--- config.mk ---
export PLATFORM = sky130hd
export DESIGN_NAME = wb_dest_regfile
export DESIGN_NICKNAME = d
export VERILOG_FILES = /design/src/rtl/wb_dest_regfile_pkg.sv /design/src/rtl/wb_dest_regfile_regfile_2r1w.sv /design/src/rtl/wb_dest_regfile.sv
export SDC_FILE = /design/constraint.sdc
export NUM_CORES = 2
export LEC_CHECK = 0
export CELL_PAD_IN_SITES_DETAIL_PLACEMENT = 0
export CELL_PAD_IN_SITES_GLOBAL_PLACEMENT = 1
export CORE_MARGIN = 4
export CORE_UTILIZATION = 30
export DETAILED_ROUTE_END_ITERATION = 8
export HOLD_SLACK_MARGIN = 0.03
export PLACE_DENSITY = 0.58
export RECOVER_POWER = 25
export SYNTH_ARGS = -nofsm -noshare
export SYNTH_HDL_FRONTEND = slang
export SYNTH_SLANG_ARGS = --single-unit
--- constraint.sdc ---
create_clock -name clk -period 57.2 [get_ports clk]
set_input_delay 14.3 -clock clk [delete_from_list [all_inputs] [get_ports clk]]
set_output_delay 14.3 -clock clk [all_outputs]
set_load 0.03 [all_outputs]
--- src/rtl/wb_dest_regfile_pkg.sv ---
// Shared constants and WB source encoding for the back half of the pipeline.
// The control decoder uses the same encoding.
package wb_dest_regfile_pkg;

  localparam int DATA_W   = 32;
  localparam int ADDR_W   = 5;
  localparam int NUM_REGS = 1 << ADDR_W;

  localparam logic [ADDR_W-1:0] REG_ZERO = 5'd0;
  localparam logic [ADDR_W-1:0] LINK_REG = 5'd31;

  typedef enum logic [1:0] {
    WB_SRC_ALU  = 2'd0,
    WB_SRC_MEM  = 2'd1,
    WB_SRC_LINK = 2'd2
  } wb_src_e;

  // When both control bits are set, the memory source takes priority.
  function automatic wb_src_e wbSrcSel(input logic memToReg, input logic link);
    if (memToReg)  return WB_SRC_MEM;
    else if (link) return WB_SRC_LINK;
    else           return WB_SRC_ALU;
  endfunction

endpackage

--- src/rtl/wb_dest_regfile_regfile_2r1w.sv ---
// 32-entry general register file with one write port and two combinational
// read ports. Each read port bypasses the same-cycle write.
module regfile_2r1w
  import wb_dest_regfile_pkg::*;
#(
  parameter int DW = DATA_W,
  parameter int AW = ADDR_W
) (
  input  logic          clk,
  input  logic          reset,
  input  logic          we,
  input  logic [AW-1:0] waddr,
  input  logic [DW-1:0] wdata,
  input  logic [AW-1:0] raddrA,
  output logic [DW-1:0] rdataA,
  input  logic [AW-1:0] raddrB,
  output logic [DW-1:0] rdataB
);

  logic [DW-1:0] regs_q [1 << AW];
  logic          wrLive;

  // Register 0 is excluded here as well, so it reads 0 on every path.
  assign wrLive = we && (waddr != AW'(REG_ZERO));

  always_ff @(posedge clk or posedge reset) begin
    if (reset) begin
      for (int i = 0; i < (1 << AW); i++) begin
        regs_q[i] <= '0;
      end
    end else if (wrLive) begin
      regs_q[waddr] <= wdata;
    end
  end

  always_comb begin
    rdataA = regs_q[raddrA];
    if (wrLive && (raddrA == waddr)) begin
      rdataA = wdata;
    end
  end

  always_comb begin
    rdataB = regs_q[raddrB];
    if (wrLive && (raddrB == waddr)) begin
      rdataB = wdata;
    end
  end

endmodule

--- src/rtl/wb_dest_regfile.sv ---
// EX/MEM and MEM/WB pipeline registers, the WB source mux and the register file.
// The in-flight destinations are exported to the forwarding and hazard logic.
module wb_dest_regfile
  import wb_dest_regfile_pkg::*;
#(
  parameter int DW = DATA_W,
  parameter int AW = ADDR_W
) (
  input  logic          clk,
  input  logic          reset,
  input  logic          ex_valid,
  input  logic          flush,
  input  logic [AW-1:0] ex_reg_dest,
  input  logic          ex_reg_write,
  input  logic          ex_mem_to_reg,
  input  logic          ex_link,
  input  logic [DW-1:0] ex_alu_result,
  input  logic [DW-1:0] ex_pc_plus8,
  input  logic [DW-1:0] mem_read_data,
  input  logic [AW-1:0] rs_addr,
  input  logic [AW-1:0] rt_addr,
  output logic [DW-1:0] rs_data,
  output logic [DW-1:0] rt_data,
  output logic [AW-1:0] exmem_dest,
  output logic [AW-1:0] memwb_dest,
  output logic          exmem_write,
  output logic          memwb_write,
  output logic [DW-1:0] memwb_wdata
);

  logic [AW-1:0] exmemDest_q;
  logic          exmemWrite_q;
  logic          exmemMemToReg_q;
  logic          exmemLink_q;
  logic [DW-1:0] exmemAlu_q;
  logic [DW-1:0] exmemPc8_q;

  logic [AW-1:0] memwbDest_q;
  logic          memwbWrite_q;
  logic [DW-1:0] memwbWdata_q;

  logic          exmemWrite_d;
  logic [DW-1:0] memwbWdata_d;

  // A squashed or bubble slot still moves down the pipe, just without its write.
  assign exmemWrite_d = ex_reg_write && ex_valid && !flush
                        && (ex_reg_dest != AW'(REG_ZERO));

  always_ff @(posedge clk or posedge reset) begin
    if (reset) begin
      exmemDest_q     <= '0;
      exmemWrite_q    <= 1'b0;
      exmemMemToReg_q <= 1'b0;
      exmemLink_q     <= 1'b0;
      exmemAlu_q      <= '0;
      exmemPc8_q      <= '0;
    end else begin
      exmemDest_q     <= ex_reg_dest;
      exmemWrite_q    <= exmemWrite_d;
      exmemMemToReg_q <= ex_mem_to_reg;
      exmemLink_q     <= ex_link;
      exmemAlu_q      <= ex_alu_result;
      exmemPc8_q      <= ex_pc_plus8;
    end
  end

  always_comb begin
    memwbWdata_d = exmemAlu_q;
    case (wbSrcSel(exmemMemToReg_q, exmemLink_q))
      WB_SRC_MEM:  memwbWdata_d = mem_read_data;
      WB_SRC_LINK: memwbWdata_d = exmemPc8_q;
      default:     memwbWdata_d = exmemAlu_q;
    endcase
  end

  always_ff @(posedge clk or posedge reset) begin
    if (reset) begin
      memwbDest_q  <= '0;
      memwbWrite_q <= 1'b0;
      memwbWdata_q <= '0;
    end else begin
      memwbDest_q  <= exmemDest_q;
      memwbWrite_q <= exmemWrite_q;
      memwbWdata_q <= memwbWdata_d;
    end
  end

  regfile_2r1w #(
    .DW(DW),
    .AW(AW)
  ) uRegfile (
    .clk    (clk),
    .reset  (reset),
    .we     (memwbWrite_q),
    .waddr  (memwbDest_q),
    .wdata  (memwbWdata_q),
    .raddrA (rs_addr),
    .rdataA (rs_data),
    .raddrB (rt_addr),
    .rdataB (rt_data)
  );

  assign exmem_dest  = exmemDest_q;
  assign exmem_write = exmemWrite_q;
  assign memwb_dest  = memwbDest_q;
  assign memwb_write = memwbWrite_q;
  assign memwb_wdata = memwbWdata_q;

endmodule

**Word level (Yosys, flattened, before mapping)**

Cells that the tools add are included.

- Register bits after elaboration: 1,134
- Word-level logic and storage cells: 76

- Magnitude comparators: 4
- Equal/unequal tests: 4
- Reductions and logical operators: 10
- Muxes and demuxes: 14
- Bitwise gates (word level): 3

Operator list:

| cell | number |
|---|---|
| 1024-bit bitwise mux | 1 |
| 32-bit binary-select mux with 5-bit select | 2 |
| 32-bit 2-to-1 mux | 7 |
| 32-bit demux with 5-bit select | 1 |
| 32-bit case mux with 2 select lines | 1 |
| 6-bit >= comparator (second input constant) | 3 |
| 5-bit inverter with 6-bit output | 3 |
| 5-bit == test | 2 |
| 5-bit nonzero test | 2 |
| 1-bit logical AND | 7 |
| 6-bit by 1-bit less-than comparator with 1-bit output (second input constant) | 1 |
| 2-bit 2-to-1 mux | 2 |
| 2-bit by 1-bit == test with 1-bit output (second input constant) | 1 |
| 2-bit == test (second input constant) | 1 |
| 1-bit zero test | 1 |

**Depth between registers and ports, before layout**

- Depth in word-level cells: 6
- Mapped depth: 8
- Gate-level depth less buffers: 4

**Modules after synthesis**

From an unflattened synthesis, not the netlist that was laid out.

- Cell total of the unflattened synthesis: 3,731
- Area, all modules: 56,895.8 um^2

By module, submodules not included:

| module | cells an instance | area each (um^2) | instances |
|---|---|---|---|
| regfile_2r1w | 3,509 | 53,403.7 | 1 |
| wb_dest_regfile | 222 | 3,492.1 | 1 |

**Worst setup path after synthesis**

No wires, ideal clock.

- Kind: input-to-output
- Start: input port rt_addr[1]
- End: output port rt_data[30]
- Cell stages on the path: 7
- Path buffers: 3
- Data arrival time: 16.439 ns
- Setup slack: 26.461 ns
- Required time: 42.900 ns
- Path through: clkbuf_1 > buf_2 > buf_4 > mux4_2 > mux2i_1 > o2111a_1 > o41ai_1

- Word-level cells in the longest chain between the ends: 5
- Elaborated cells on any way between the ends: 7
- Those cells by class: 1 x eq/ne; 4 x mux; 1 x bitwise; 1 x reduce/logical

RTL lines:

| what | line | RTL |
|---|---|---|
| from (decl) | wb_dest_regfile.sv:21 | `input logic [AW-1:0] rt_addr,` |
| 5-bit inverter with 6-bit output (not written as such) | wb_dest_regfile_regfile_2r1w.sv:44 | `rdataB = regs_q[raddrB];` |
| 32-bit binary-select mux with 5-bit select | wb_dest_regfile_regfile_2r1w.sv:44 |  |
| 32-bit 2-to-1 mux (not written as such) (2 in series) | wb_dest_regfile_regfile_2r1w.sv:44 |  |
| 32-bit 2-to-1 mux (*) | wb_dest_regfile_regfile_2r1w.sv:45 | `if (wrLive && (raddrB == waddr)) begin` |
| to (decl) | wb_dest_regfile.sv:23 | `output logic [DW-1:0] rt_data,` |

Mark *: on every way between the ends. The rest lies on a longest branch, timed or not. The select of a mux whose other input is x is not followed.

**Final worst setup path**

- Start: input port rs_addr[1]
- End: output port rs_data[17]

- Word-level cells in the longest chain between the ends: 5
- Elaborated cells on any way between the ends: 7
- Those cells by class: 1 x eq/ne; 4 x mux; 1 x bitwise; 1 x reduce/logical

RTL lines:

| what | line | RTL |
|---|---|---|
| from (decl) | wb_dest_regfile.sv:20 | `input logic [AW-1:0] rs_addr,` |
| 5-bit inverter with 6-bit output (not written as such) | wb_dest_regfile_regfile_2r1w.sv:37 | `rdataA = regs_q[raddrA];` |
| 32-bit binary-select mux with 5-bit select | wb_dest_regfile_regfile_2r1w.sv:37 |  |
| 32-bit 2-to-1 mux (not written as such) (2 in series) | wb_dest_regfile_regfile_2r1w.sv:37 |  |
| 32-bit 2-to-1 mux (*) | wb_dest_regfile_regfile_2r1w.sv:38 | `if (wrLive && (raddrA == waddr)) begin` |
| to (decl) | wb_dest_regfile.sv:22 | `output logic [DW-1:0] rs_data,` |

Marks and branches as above.

==> impl_metrics.json <==
{
  "crit_chain": "buf_8 > buf_4 > buf_4 > mux4_2 > o22ai_1 > nor4_1 > mux2_2 > clkdlybuf4s50_1",
  "h-tree-depth": 4,
  "io_buffer_count": 225,
  "p_total_mw": 2.08,
  "switching_share_pct": 25.9,
  "p_seq_share_pct": 43.3,
  "cts_tree": "built",
  "start_kind": "input pin",
  "grt_pass1_vias": 37226,
  "crit_type": "input pin to output pin",
  "final-seq-area_um2": 28400,
  "p_clk_share_pct": 43.8,
  "vias_per_cell": 5.64,
  "hold_violations": 0,
  "wl_um": 192000,
  "initial_core_util_pct": 30.2,
  "slew_viol_final": 681,
  "dp.final_hpwl_um": 99500,
  "drive_gt1_share_pct": 50.1,
  "cts.path.max_buffers": 3,
  "ys_warn_count": 0,
  "final_cell_mix": "dfrtp_1, mux2_2, mux4_2, o22ai_1, clkdlybuf4s50_1",
  "synth_cell_types": 42,
  "cp.arrival_ns": 18.72,
  "die_height_um": 443,
  "dieArea_um2": 197000,
  "timing.setup.tns_ns": 0,
  "cp_max_fo": 62,
  "fin_crit_sh_pct": 57.7,
  "postCtsSetupBuffers": 0,
  "fmax_ghz": 0.0303,
  "status": "complete, but fails checks",
  "min_path_type": "register to register",
  "p_per_area_nw_per_um2": 31.5,
  "cts_buffers": 135,
  "ys.flop_type": "dfrtp_1",
  "finClkSkew_ns": 0.0409,
  "async_reset_ff_share_pct": 100,
  "combPwrFrac_pct": 12.9,
  "ys_seq_elements": 1134,
  "critPathCaptureType": "output pin",
  "tightest_slew_ns": 4.67,
  "path_clk_slew_ns": 0.05,
  "violations": "max-capacitance violations, max-slew violations",
  "ios": 226,
  "layout_min_cycle_time_ns": 33.02,
  "ff2ff_setup_slack_ns": 51.55,
  "grtUsageTotal_pct": 19.4,
  "grt_pass1_wl_um": 278000,
  "worstSkewPairLatency_ns": 0.79,
  "peakVddDrop_mv": 0.0196,
  "synth_edf_count": 0,
  "nets": 3805,
  "required_ns": 42.90,
  "cts_resized": 0,
  "synth-seq-area-share_pct": 49.9,
  "antenna_found_initial": 7,
  "syn-cell-area_um2": 56900,
  "num_vias": 35432,
  "maxSlewHeadroom_pct": -211,
  "routedWlPerCell_um": 30.6,
  "multi_input_area_um2": 26800,
  "cp_common_cell": "buf_4",
  "ant_nets": 0,
  "first_iter_violations": 2959,
  "cts.sinks": 1134,
  "max_stage_delay_ns": 0.81,
  "cts_root_buf": "clkbuf_16",
  "core_area_um2": 188000,
  "leakagePower_nw": 29.2,
  "ctsHoldBuffers": 0,
  "first_pass_iters": 5,
  "rsz0062_at_grt": "no",
  "fillCellCount": 18149,
  "power.internal_mw": 1.54,
  "grt_max_degree": 138,
  "finalSetupViolCount": 0,
  "fp.dieW_um": 443,
  "globalplace.congestion": 0.734,
  "postSynthAreaPerCell_um2": 15.6,
  "synth_nets": 3766,
  "num_rows": 159,
  "syn_inst": 3648,
  "switchingPower_mw": 0.539,
  "grt_remaining_overflow": 0,
  "syn_to_final_growth_pct": 16.1,
  "final_common_cell": "dfrtp_1",
  "drc": 0,
  "drv_cap": 22,
  "slowest_stage": "buf_4"
}
-- cells in the mapped netlist, types with 3 or more instances --
library cell,count,area (µm²)
buf_1,44,165
nand2_1,54,203
clkbuf_1,211,792
nor4_1,62,388
nor2_1,19,71.3
o21ai_0,36,180
mux2_2,1053,11900
buf_2,154,771
buf_4,14,105
xor2_1,4,35.0
or3b_2,6,52.6
dfrtp_1,1134,28400
nand3b_1,10,75.1
nand4b_1,3,26.3
xnor2_1,6,52.6
mux4_2,511,11500
o22ai_1,249,1560
nand3_1,8,40.0
mux2i_1,33,330
nor3b_1,5,37.5
inv_1,4,15.0
-- flip-flops by register name (all words and copies together) (netlist names) --
name and flops:
memwb_wdata 32, memwb_dest 5, exmemPc8_q 32, exmemMemToReg_q 1
exmemAlu_q 32, uRegfile.regs_q 1024, exmem_dest 5, memwb_write 1
exmemLink_q 1, exmem_write 1
-- kinds of logic (layout without fill, tap and decap cells) --
kind of cell	after synthesis	count (layout)	synth area share (%)
AO/OA/AOI/OAI	294	294	3.19
multiplexers	1597	1597	41.7
XOR/XNOR	10	10	0.154
buffers and inverters	427	567	3.25
flip-flops	1134	1134	49.9
other	0	4	0
AND/OR/NAND/NOR	186	186	1.86
-- layer usage --
layer / GRT usage (%) / vias up / share of wire, %
li1: - / 14315 / -
met1: 27.5 / 19607 / 46
met2: 30.4 / 1198 / 46
met3: 3.61 / 312 / 5.7
met4: 5.83 / 0 / 2.9
met5: 0 / - / 0
-- power by group through the flow --
stage | combinational (mW) | sequential (mW) | clock, mW
floorplan | 0.186 | 0.908 | 0
global placement | 0.270 | 0.912 | 0
detailed placement | 0.272 | 0.915 | 0
CTS | 0.273 | 0.900 | 0.934
global route | 0.288 | 0.909 | 0.964
finish | 0.268 | 0.902 | 0.911
-- worst max-delay path, delay by kind of cell --
family	cells	cell delay (ns)
multiplexers	2	0.64
AND/OR/NAND/NOR	1	0.70
AO/OA/AOI/OAI	1	0.08
buffers and inverters	4	2.74
-- path summary, 6_finish.rpt --
path,startpoint,end,cells past startpoint
max,rs_addr[1],rs_data[17],8
min,exmem_dest[4],memwb_dest[4],0
max reg2reg,memwb_dest[4],uRegfile.regs_q[369],5
min reg2reg,exmem_dest[4],memwb_dest[4],0
max in group asynchronous,reset,uRegfile.regs_q[917],6
min in group asynchronous,reset,uRegfile.regs_q[486],2
-- final cells by class --
| class | count | share of cell area, % |
|---|---|---|
| sequential | 1134 | 43.0 |
| multi-input combinational | 2087 | 40.6 |
| clock buffer | 190 | 5.87 |
| tap | 2495 | 4.73 |
| timing repair buffer | 325 | 4.56 |
| clock inverter | 48 | 1.20 |
| inverter | 4 | 0.0341 |
| antenna | 4 | 0.0152 |
-- per-stage QoR --
stage / utilization (%) / std cells / area (µm²) / hold WS [ns] / setup WS (ns)
after floorplan: - / 3648 / 56900 / 0.441 / 10.96
after global placement: 32.7 / 6045 / 61500 / 0.360 / 24.23
after detailed placement: 32.7 / 6045 / 61500 / 0.359 / 24.24
after CTS: 35.2 / 6283 / 66200 / 0.380 / 24.23
after global routing: 35.1 / 6284 / 66000 / 0.397 / 24.10
final: 35.1 / 6287 / 66000 / 0.375 / 24.18
Note: power is estimated with default switching activity, not from simulation.
